`src/rtl/kypd_entry.sv`:
```
// Keypad entry: synchronizes and debounces key presses, then edits a
// 4-digit hex buffer with backspace, clear and enter actions.
module kypd_entry #(
  parameter int DEBOUNCE_CYCLES = 2000000
) (
  input  logic        clk,
  input  logic        sys_rst,
  input  logic [3:0]  key_code,
  input  logic        key_pressed,
  output logic        key_strobe,
  output logic [3:0]  key_last,
  output logic [15:0] digits,
  output logic [2:0]  digit_count,
  output logic        entry_valid,
  output logic [15:0] entry_value,
  output logic        overflow
);

  localparam int CW =
    (DEBOUNCE_CYCLES > 1) ? $clog2(DEBOUNCE_CYCLES) : 1;
  localparam logic [CW-1:0] LAST = CW'(DEBOUNCE_CYCLES - 1);

  typedef enum logic [1:0] {
    IDLE,
    PRESS_DB,
    HELD,
    RELEASE_DB
  } state_t;

  state_t        state_q, state_d;
  logic [CW-1:0] cnt_q, cnt_d;
  logic          sync1_q, sync2_q;
  logic [3:0]    code_q, code_d;
  logic          act_q;
  logic          strobe;
  logic          is_dig;

  logic [3:0]  last_q, last_d;
  logic [15:0] dig_q, dig_d;
  logic [2:0]  dcnt_q, dcnt_d;
  logic        ev_q, ev_d;
  logic [15:0] val_q, val_d;
  logic        ovf_q, ovf_d;

  always_comb begin
    state_d = state_q;
    cnt_d   = cnt_q;
    code_d  = code_q;
    strobe  = 1'b0;
    case (state_q)
      IDLE: begin
        if (sync2_q) begin
          state_d = PRESS_DB;
          cnt_d   = '0;
          code_d  = key_code;
        end
      end
      PRESS_DB: begin
        if (!sync2_q) begin
          state_d = IDLE;
        end else if (cnt_q == LAST) begin
          // Accept with the code present now, not the one seen on entry.
          state_d = HELD;
          strobe  = 1'b1;
          code_d  = key_code;
        end else begin
          cnt_d = cnt_q + 1'b1;
        end
      end
      HELD: begin
        if (!sync2_q) begin
          state_d = RELEASE_DB;
          cnt_d   = '0;
        end
      end
      RELEASE_DB: begin
        if (sync2_q) begin
          state_d = HELD;
        end else if (cnt_q == LAST) begin
          state_d = IDLE;
        end else begin
          cnt_d = cnt_q + 1'b1;
        end
      end
      default: state_d = IDLE;
    endcase
  end

  assign is_dig = (code_q <= 4'd9);

  always_comb begin
    last_d = last_q;
    dig_d  = dig_q;
    dcnt_d = dcnt_q;
    ev_d   = 1'b0;
    val_d  = val_q;
    ovf_d  = ovf_q;
    if (act_q) begin
      last_d = code_q;
      unique case (1'b1)
        is_dig: begin
          if (dcnt_q < 3'd4) begin
            dig_d  = {dig_q[11:0], code_q};
            dcnt_d = dcnt_q + 3'd1;
          end else begin
            ovf_d = 1'b1;
          end
        end
        (code_q == 4'hB): begin
          if (dcnt_q != 3'd0) begin
            dig_d  = {4'h0, dig_q[15:4]};
            dcnt_d = dcnt_q - 3'd1;
          end
        end
        (code_q == 4'hC): begin
          dig_d  = '0;
          dcnt_d = '0;
          ovf_d  = 1'b0;
        end
        (code_q == 4'hE): begin
          val_d  = dig_q;
          ev_d   = 1'b1;
          dig_d  = '0;
          dcnt_d = '0;
          ovf_d  = 1'b0;
        end
        default: ;
      endcase
    end
  end

  always_ff @(posedge clk or posedge sys_rst) begin
    if (sys_rst) begin
      sync1_q <= 1'b0;
      sync2_q <= 1'b0;
      state_q <= IDLE;
      cnt_q   <= '0;
      code_q  <= '0;
      act_q   <= 1'b0;
      last_q  <= '0;
      dig_q   <= '0;
      dcnt_q  <= '0;
      ev_q    <= 1'b0;
      val_q   <= '0;
      ovf_q   <= 1'b0;
    end else begin
      sync1_q <= key_pressed;
      sync2_q <= sync1_q;
      state_q <= state_d;
      cnt_q   <= cnt_d;
      code_q  <= code_d;
      act_q   <= strobe;
      last_q  <= last_d;
      dig_q   <= dig_d;
      dcnt_q  <= dcnt_d;
      ev_q    <= ev_d;
      val_q   <= val_d;
      ovf_q   <= ovf_d;
    end
  end

  assign key_strobe  = strobe;
  assign key_last    = last_q;
  assign digits      = dig_q;
  assign digit_count = dcnt_q;
  assign entry_valid = ev_q;
  assign entry_value = val_q;
  assign overflow    = ovf_q;

endmodule
```
`config.mk`:
```
export PLATFORM = sky130hd
export DESIGN_NAME = kypd_entry
export DESIGN_NICKNAME = d
export VERILOG_FILES = /design/src/rtl/kypd_entry.sv
export SDC_FILE = /design/constraint.sdc
export NUM_CORES = 1
export LEC_CHECK = 0
export CAP_MARGIN = 40
export CELL_PAD_IN_SITES_DETAIL_PLACEMENT = 1
export CELL_PAD_IN_SITES_GLOBAL_PLACEMENT = 1
export CORE_MARGIN = 2
export CORE_UTILIZATION = 45
export CTS_BUF_LIST = sky130_fd_sc_hd__clkbuf_16
export CTS_CLUSTER_SIZE = 8
export DETAILED_ROUTE_END_ITERATION = 16
export GPL_ROUTABILITY_DRIVEN = 1
export PLACE_DENSITY = 0.92
export SLEW_MARGIN = 10
export SYNTH_ARGS = -nofsm -noshare
export SYNTH_HDL_FRONTEND = slang
export SYNTH_SLANG_ARGS = --single-unit
```
`constraint.sdc`:
```
create_clock -name clk -period 4.37 [get_ports clk]
set_input_delay 0.437 -clock clk [delete_from_list [all_inputs] [get_ports clk]]
set_output_delay 0.437 -clock clk [all_outputs]
set_load 0.02 [all_outputs]
```
==> results.json, run 1 <==
{
  "status": "completed",
  "worst-endpoint-arrival_ns": 2.69,
  "grt_use_met1": 0.267,
  "synthToLayoutAreaGrowth_pct": 26.4,
  "num-nets-final": 357,
  "p_per_area_mw_per_mm2": 363,
  "antenna_found_initial": 0,
  "yosys_most_used_dff": "dfrtp_1",
  "gp_congestion": 0.823,
  "r2r-start": "code_q[3]",
  "ctsResizeCount": 0,
  "clk_latency_ns": 0.33,
  "row_count": 30,
  "reg2reg_depth": 5,
  "cts_sinks": 71,
  "fin_worst_skew_ns": 0.00786,
  "avgSynthCellArea_sq_um": 10.8,
  "pwr-share-comb": 0.050,
  "final_common_cell": "dfrtp_1",
  "final_cells": 449,
  "die_area_sq_mm": 0.00792,
  "grt_pass1_wl_microns": 13700,
  "hold_viol_final": 0,
  "finalSetupTns_ns": 0,
  "drive_above_1_share": 0.153,
  "hold_path_end": "sync2_q",
  "antenna_left": 0,
  "synth.distinct_cells": 48,
  "rsz0062_at_grt": "false",
  "cts_htree_levels": 3,
  "p_switching_mw": 0.355,
  "worst_slack_ns": 1.24,
  "die_w_microns": 89.0,
  "leakage_nw": 1.73,
  "grt_pass1_vias": 2708,
  "min_path_type": "reg -> reg",
  "yosys_warnings": 0,
  "period_needed_ns": 3.13,
  "critPathCaptureType": "output pin",
  "p_int_mw": 1.14,
  "use_met3": 0.0443,
  "setup.worst_path.class": "reg -> out",
  "min_period_over_period": 0.716,
  "setup_viol": 0,
  "cts_tree": "built",
  "relSlewSlack": 0.423,
  "grt-ovfl-total": 0,
  "coreArea_sq_mm": 0.00691,
  "ir_worst_vdd_mv": 0.198,
  "vias": 2504,
  "hpwl_microns": 5690,
  "firstDrtPassIters": 4,
  "hold_depth": 0,
  "pin_count": 49,
  "clockRootBuffer": "clkbuf_16",
  "synth_edf_count": 0,
  "postCtsSetupBuffers": 0,
  "viasPerCell": 5.58,
  "met2_usage": 0.430,
  "required_ns": 3.93,
  "port_buffers": 48,
  "top_usage_layer": "met2",
  "dp.cells": 433,
  "grt_max_degree": 38,
  "r2r-end": "digit_count[2]",
  "p_total_mw": 1.49,
  "clkTransAtPathRegs_ns": 0.06,
  "numCtsBuffers": 9,
  "power_frac_clock": 0.489,
  "report.final.slew_viol_count": 0,
  "tightest_slew_ns": 0.860,
  "diodes": 0,
  "synth_area_sq_mm": 0.00325,
  "synth_cells": 300,
  "dp_slack_ns": 1.74,
  "fmax_mhz": 320,
  "synth-seq-cells": 71,
  "switching_share": 0.238,
  "ctsHoldBuffers": 0,
  "final_util": 0.595,
  "syn-num-nets": 309,
  "crit_fanout": 5,
  "start_kind": "flop",
  "layout_common_cells": "71 x dfrtp_1, 48 x clkdlybuf4s50_1, 42 x nand2_1",
  "async_flop_share": 1.00,
  "grt_usage": 0.229,
  "hp-start": "sync1_q",
  "wl_microns": 8390,
  "ys_seq_area_frac": 0.547,
  "drc": 0,
  "wl_per_cell_microns": 18.7,
  "clk_path_buf_depth": 2,
  "die_h_microns": 89.0,
  "drv_cap": 0,
  "start_util": 0.470,
  "pwr-share-seq": 0.462,
  "rrSetupSlack_ns": 2.12,
  "drtIter0Drc": 124
}
logic make-up after synthesis:
| family | Yosys count | synth area share |
|---|---|---|
| AOI/OAI and AO/OA | 65 | 0.122 |
| xor gates and xnor gates | 11 | 0.0320 |
| adders and majority gates | 2 | 0.0100 |
| buffers and inverters | 21 | 0.0312 |
| DFF | 71 | 0.547 |
| muxes | 25 | 0.0866 |
| and+or+nand+nor | 105 | 0.171 |
Yosys cell counts (2+ instances only):
| master | n | area share |
|---|---|---|
| o211ai_1 | 3 | 0.0069 |
| dfrtp_1 | 71 | 0.55 |
| o21ai_0 | 31 | 0.048 |
| and4_1 | 2 | 0.0054 |
| nand4_1 | 2 | 0.0038 |
| nand2_1 | 42 | 0.049 |
| a21oi_1 | 8 | 0.012 |
| nand4_4 | 2 | 0.013 |
| or3_1 | 6 | 0.012 |
| nor3_1 | 7 | 0.011 |
| xnor2_1 | 10 | 0.027 |
| or2_2 | 2 | 0.0038 |
| nor4bb_1 | 2 | 0.0062 |
| inv_1 | 6 | 0.0069 |
| mux2_2 | 25 | 0.087 |
| buf_4 | 4 | 0.0092 |
| o31ai_1 | 3 | 0.0069 |
| nor4_1 | 2 | 0.0038 |
| nand3_1 | 10 | 0.015 |
| or4_1 | 3 | 0.0069 |
| clkbuf_1 | 4 | 0.0046 |
| buf_2 | 5 | 0.0077 |
| a21boi_0 | 2 | 0.0046 |
| a22oi_1 | 11 | 0.025 |
| nor2_1 | 14 | 0.016 |
registers in the layout (all words and copies together), names as in the netlist, 3 cells and up, named ones only:
register / flops
digit_count: 3
digits: 16
key_last: 4
code_q: 4
cnt_q: 21
entry_value: 16
area by class of cell:
cell class,instances,area [sq um]
clock inverter,7,72.6
inverter,6,22.5
clock buffer,9,225
tap,96,120
multi-input combinational,208,1370
fill,765,2800
timing repair buffer,52,518
sequential,71,1780
per-layer routing:
layer  routed length (microns)  share of wire
met5                         0              0
met4                        50         0.0060
met3                       207          0.025
met2                      4610           0.55
met1                      3530           0.42
stage by stage:
step / hold slack (ns) / instance area (sq um)
2_1_floorplan: 0.331 / 3250
3_3_place_gp: 0.333 / 3790
3_5_place_dp: 0.339 / 3810
4_1_cts: 0.353 / 4110
5_1_grt: 0.369 / 4110
6_report: 0.349 / 4110
power groups by stage:
stage | sequential, mW | combinational (mW) | clock, mW
6_report | 0.689 | 0.0739 | 0.729
4_1_cts | 0.688 | 0.0761 | 0.745
3_3_place_gp | 0.699 | 0.0685 | 0
3_5_place_dp | 0.700 | 0.0743 | 0
5_1_grt | 0.691 | 0.0833 | 0.771
2_1_floorplan | 0.689 | 0.0611 | 0
worst max-delay path by stage:
| stage | from | slack [ns] | endpoint | depth (start not counted) |
|---|---|---|---|---|
| finish | cnt_q[0] | 1.24 | key_strobe | 6 |
| detailed placement | cnt_q[0] | 1.74 | key_strobe | 6 |
| floorplan | sys_rst | 2.14 | async pin | 1 |
| global placement | cnt_q[0] | 1.83 | key_strobe | 6 |
| CTS | cnt_q[0] | 1.23 | key_strobe | 6 |
| global route | cnt_q[0] | 1.15 | key_strobe | 6 |
worst max-delay path, stage by stage (launching register included):
cell and delay, ns:
dfrtp_1 0.40, ha_1 0.32, nor4bb_1 0.48, nand3_1 0.17, nor2_1 0.19, and3b_1 0.20
clkdlybuf4s50_1 0.60
Power figures use the tool's default switching activity.
==> run 2: changes to the inputs <==
--- a/config.mk
+++ b/config.mk
@@ -9,12 +9,12 @@
 export CELL_PAD_IN_SITES_DETAIL_PLACEMENT = 1
 export CELL_PAD_IN_SITES_GLOBAL_PLACEMENT = 1
 export CORE_MARGIN = 2
-export CORE_UTILIZATION = 45
+export CORE_UTILIZATION = 38
 export CTS_BUF_LIST = sky130_fd_sc_hd__clkbuf_16
 export CTS_CLUSTER_SIZE = 8
 export DETAILED_ROUTE_END_ITERATION = 16
 export GPL_ROUTABILITY_DRIVEN = 1
-export PLACE_DENSITY = 0.92
+export PLACE_DENSITY = 0.83
 export SLEW_MARGIN = 10
 export SYNTH_ARGS = -nofsm -noshare
 export SYNTH_HDL_FRONTEND = slang
==> constraint.sdc (replaced) <==
create_clock -name clk -period 2.8 [get_ports clk]
set_input_delay 0.28 -clock clk [delete_from_list [all_inputs] [get_ports clk]]
set_output_delay 0.28 -clock clk [all_outputs]
set_load 0.02 [all_outputs]
==> run 2 against run 1 <==
Wire length rose by 1.7%. First-iteration DRC count fell by 8.1%. Highest routed layer unchanged. Hold slack got worse by 0.052 ns.
==> results.json, run 2 (synthesized netlist as in run 1, its figures left out) <==
{
  "power_frac_clock": 0.510,
  "relSlewSlack": 0.475,
  "crit_fanout": 5,
  "die_w_microns": 96.5,
  "start_util": 0.393,
  "design_area_sq_mm": 0.00420,
  "clk_path_buf_depth": 2,
  "status": "completed",
  "cts_htree_levels": 3,
  "p_switching_mw": 0.570,
  "final_cells": 461,
  "grt-ovfl-total": 0,
  "dp.cells": 445,
  "vias": 2536,
  "coreArea_sq_mm": 0.00826,
  "antenna_found_initial": 0,
  "reg2reg_depth": 6,
  "grt_max_degree": 36,
  "rsz0062_at_grt": "false",
  "largest_reg_flops": 21,
  "required_ns": 2.52,
  "clk_latency_ns": 0.34,
  "clockRootBuffer": "clkbuf_16",
  "hold_viol_final": 0,
  "hpwl_microns": 5450,
  "antenna_left": 0,
  "switching_share": 0.233,
  "report.final.slew_viol_count": 0,
  "wl_per_cell_microns": 18.5,
  "hold_ws_ns": 0.297,
  "pin_count": 49,
  "p_int_mw": 1.87,
  "diodes": 0,
  "grt_usage": 0.206,
  "setup.worst_path.class": "reg -> out",
  "critPathCaptureType": "output pin",
  "die_h_microns": 96.5,
  "worst_slack_ns": 0.477,
  "tightest_slew_ns": 0.783,
  "num-nets-final": 360,
  "wl_microns": 8540,
  "worst-endpoint-arrival_ns": 2.04,
  "min_period_over_period": 0.830,
  "die_area_sq_mm": 0.00931,
  "postCtsSetupBuffers": 0,
  "dp_slack_ns": 0.312,
  "fin_worst_skew_ns": 0.0100,
  "cts_tree": "built",
  "clkTransAtPathRegs_ns": 0.06,
  "pwr-share-seq": 0.441,
  "synthToLayoutAreaGrowth_pct": 29.1,
  "setup_viol": 0,
  "fmax_mhz": 430,
  "drv_cap": 0,
  "firstDrtPassIters": 4,
  "placed_area_sq_mm": 0.00385,
  "grt_pass1_wl_microns": 14300,
  "port_buffers": 48,
  "p_per_area_mw_per_mm2": 582,
  "min_path_type": "in -> async",
  "cts_sinks": 71,
  "final_common_cell": "dfrtp_1",
  "ir_worst_vdd_mv": 0.294,
  "finalSetupTns_ns": 0,
  "gp_congestion": 0.769,
  "drtIter0Drc": 114,
  "start_kind": "flop",
  "period_needed_ns": 2.32,
  "grt_pass1_vias": 2812,
  "layout_common_cells": "71 x dfrtp_1, 47 x clkdlybuf4s50_1, 42 x nand2_1",
  "viasPerCell": 5.50,
  "drc": 0,
  "drive_above_1_share": 0.169,
  "numCtsBuffers": 9,
  "pwr-share-comb": 0.049,
  "row_count": 33,
  "leakage_nw": 1.76,
  "largest_register": "cnt_q"
}
[run 2: timing repair]
action | CTS | global route
endpoints found under the setup margin | 1 | 1
hold buffers | 0 | 0
pin swaps | 0 | 1
gates resized for setup | 1 | 4
[run 2: power by group through the flow]
stage	Clock [mW]	Sequential, mW	Combinational [mW]
finish	1.24	1.08	0.120
global route	1.32	1.08	0.137
CTS	1.26	1.08	0.120
detailed placement	0	1.09	0.118
global placement	0	1.09	0.113
floorplan	0	1.08	0.0953
[run 2: layer usage]
layer  track usage  up-vias  share of wire
met5             0        -              0
met1         0.237     1293           0.40
met3        0.0520       15          0.037
met4        0.0810        0          0.021
met2         0.367       56           0.54
li1              -     1172              -
[run 2: worst max-delay path, stage by stage (launching register included)]
cell,delay [ns]
dfrtp_1,0.40
ha_2,0.27
nor4bb_4,0.28
nand3_1,0.14
nor2_1,0.16
and3b_1,0.22
dlymetal6s2s_1,0.23
[run 2: cell type report]
cell class	instances	area, sq um
Fill cell	904	4060
Timing Repair Buffer	55	548
Clock buffer	9	225
Multi-Input combinational cell	208	1400
Clock inverter	7	96.3
Inverter	6	22.5
Sequential cell	71	1780
Tap cell	105	131
[run 2: worst paths after layout]
kind                       startpoint          to  slack, ns
max                          cnt_q[0]  key_strobe       0.48
min                           sys_rst    cnt_q[8]       0.30
max reg2reg                 code_q[2]   digits[6]       0.84
min reg2reg                   sync1_q     sync2_q       0.35
max in group asynchronous     sys_rst   code_q[1]       1.90
min in group clk              sync1_q     sync2_q       0.35
[run 2: through the flow]
| step | power [mW] | utilization |
|---|---|---|
| global placement | 1.20 | 0.465 |
| finish | 2.44 | 0.508 |
| floorplan | 1.17 | - |
| global route | 2.53 | 0.508 |
| CTS | 2.46 | 0.506 |
| detailed placement | 1.21 | 0.466 |
==> run 3: changes to the inputs <==
==> constraint.sdc (replaced) <==
create_clock -name clk -period 2 [get_ports clk]
set_input_delay 0.2 -clock clk [delete_from_list [all_inputs] [get_ports clk]]
set_output_delay 0.2 -clock clk [all_outputs]
set_load 0.02 [all_outputs]
==> run 3 against run 2 <==
Global-route usage fell by 0.090 points. Total power rose by 39%. Register-to-register slack got worse by 0.76 ns. Sequential power rose by 39%. Critical path type unchanged. Largest power group unchanged.
==> results.json, run 3 (synthesized netlist as in run 1, its figures left out) <==
{
  "worst-path-buf-inv": 1,
  "required_ns": 1.80,
  "clkTransAtPathRegs_ns": 0.06,
  "hold_viol_final": 0,
  "layout_common_cells": "71 x dfrtp_1, 47 x clkdlybuf4s50_1, 41 x nand2_1",
  "grt-ovfl-total": 0,
  "start_util": 0.393,
  "min_path_type": "in -> async",
  "cts_htree_levels": 3,
  "worst-endpoint-arrival_ns": 1.73,
  "diodes": 0,
  "clk_latency_ns": 0.33,
  "num-nets-final": 390,
  "crit_slowest_cell": "dfrtp_1",
  "final_common_cell": "dfrtp_1",
  "grt_max_degree": 72,
  "cts_sinks": 71,
  "grt_pass1_vias": 2803,
  "vias": 2626,
  "synthToLayoutAreaGrowth_pct": 37.6,
  "report.final.slew_viol_count": 0,
  "largest_reg_flops": 21,
  "viasPerCell": 5.36,
  "design_area_sq_mm": 0.00447,
  "leakage_nw": 1.94,
  "drc": 0,
  "numCtsBuffers": 9,
  "die_w_microns": 96.5,
  "tightest_slew_ns": 0.423,
  "coreArea_sq_mm": 0.00826,
  "wl_microns": 8820,
  "ir_worst_vdd_mv": 0.383,
  "antenna_left": 0,
  "clk_path_buf_depth": 2,
  "drv_cap": 0,
  "pin_count": 49,
  "die_area_sq_mm": 0.00931,
  "gp_congestion": 0.753,
  "relSlewSlack": 0.718,
  "drtIter0Drc": 62,
  "drive_above_1_share": 0.244,
  "min_period_over_period": 0.966,
  "grt_pass1_wl_microns": 14400,
  "status": "completed",
  "fin_worst_skew_ns": 0.00794,
  "antenna_found_initial": 0,
  "port_buffers": 48,
  "hpwl_microns": 5810,
  "row_count": 33,
  "dp_slack_ns": -0.236,
  "grt_usage": 0.205,
  "final_util": 0.542,
  "p_per_area_mw_per_mm2": 760,
  "cts_tree": "built",
  "critPathCaptureType": "output pin",
  "setup.worst_path.class": "reg -> out",
  "crit_fanout": 2,
  "slowest_delay_ns": 0.37,
  "die_h_microns": 96.5,
  "rsz0062_at_grt": "true",
  "firstDrtPassIters": 4,
  "crit_family": "simple AND/OR/NAND/NOR gates",
  "largest_register": "cnt_q",
  "worst_slack_ns": 0.0674,
  "start_kind": "flop",
  "placed_area_sq_mm": 0.00405,
  "wl_per_cell_microns": 18.0,
  "clockRootBuffer": "clkbuf_16",
  "setup_viol": 0,
  "period_needed_ns": 1.93,
  "p_total_mw": 3.40,
  "crit_chain": "ha_2 > nor4bb_4 > nand3_2 > nor2_2 > and3b_2 > buf_6",
  "fmax_mhz": 517,
  "hold_ws_ns": 0.273
}
-- run 3: where the power goes --
group	internal [mW]	leakage, nW	total, mW	switching (mW)
clock network	1.08	0.149	1.68	0.596
registers	1.46	0.974	1.50	0.0404
logic	0.0941	0.818	0.218	0.124
-- run 3: worst paths after layout --
| check | from | to | slack (ns) | depth (start not counted) |
|---|---|---|---|---|
| max | cnt_q[0] | key_strobe | 0.07 | 6 |
| min | sys_rst | entry_value[7] | 0.27 | 3 |
| max reg2reg | cnt_q[0] | code_q[1] | 0.08 | 7 |
| min reg2reg | sync1_q | sync2_q | 0.35 | 0 |
| max in group asynchronous | sys_rst | digits[0] | 1.42 | 3 |
| min in group clk | key_pressed | sync1_q | 0.32 | 1 |
-- run 3: area by class of cell --
class / instances / area [sq um]
Tap cell: 105 / 131
Fill cell: 890 / 3790
Sequential cell: 71 / 1780
Timing Repair Buffer: 85 / 797
Inverter: 6 / 22.5
Clock buffer: 9 / 225
Multi-Input combinational cell: 208 / 1430
Clock inverter: 6 / 87.6
-- run 3: stage by stage --
| stage | std cells | setup TNS [ns] |
|---|---|---|
| after floorplan | 300 | 0 |
| after global placement | 468 | -0.110 |
| after detailed placement | 468 | -0.236 |
| after CTS | 485 | 0 |
| after global routing | 490 | -0.101 |
| final | 490 | 0 |
-- run 3: metal layers --
metal | vias up | part of all wire | track usage
met5 | - | 0 | 0
met4 | 0 | 0.015 | 0.0505
met3 | 12 | 0.033 | 0.0458
met2 | 51 | 0.55 | 0.390
met1 | 1323 | 0.40 | 0.231
li1 | 1240 | - | -
-- run 3: worst reg2reg max path, cell delays in order, from the launching register on --
cell,delay [ns]
dfrtp_1,0.37
ha_2,0.19
nor4bb_4,0.26
buf_4,0.20
nand2_4,0.06
o21ai_4,0.17
nand3b_1,0.21
mux2_4,0.36
-- run 3: what timing repair did --
action | 4_1_cts | 5_1_grt
pin swaps | 3 | 4
hold buffers | 0 | 0
buffers inserted | 2 | 5
endpoints found under the setup margin | 5 | 9
resized for setup | 8 | 10
hold endpoints to repair | 0 | 0
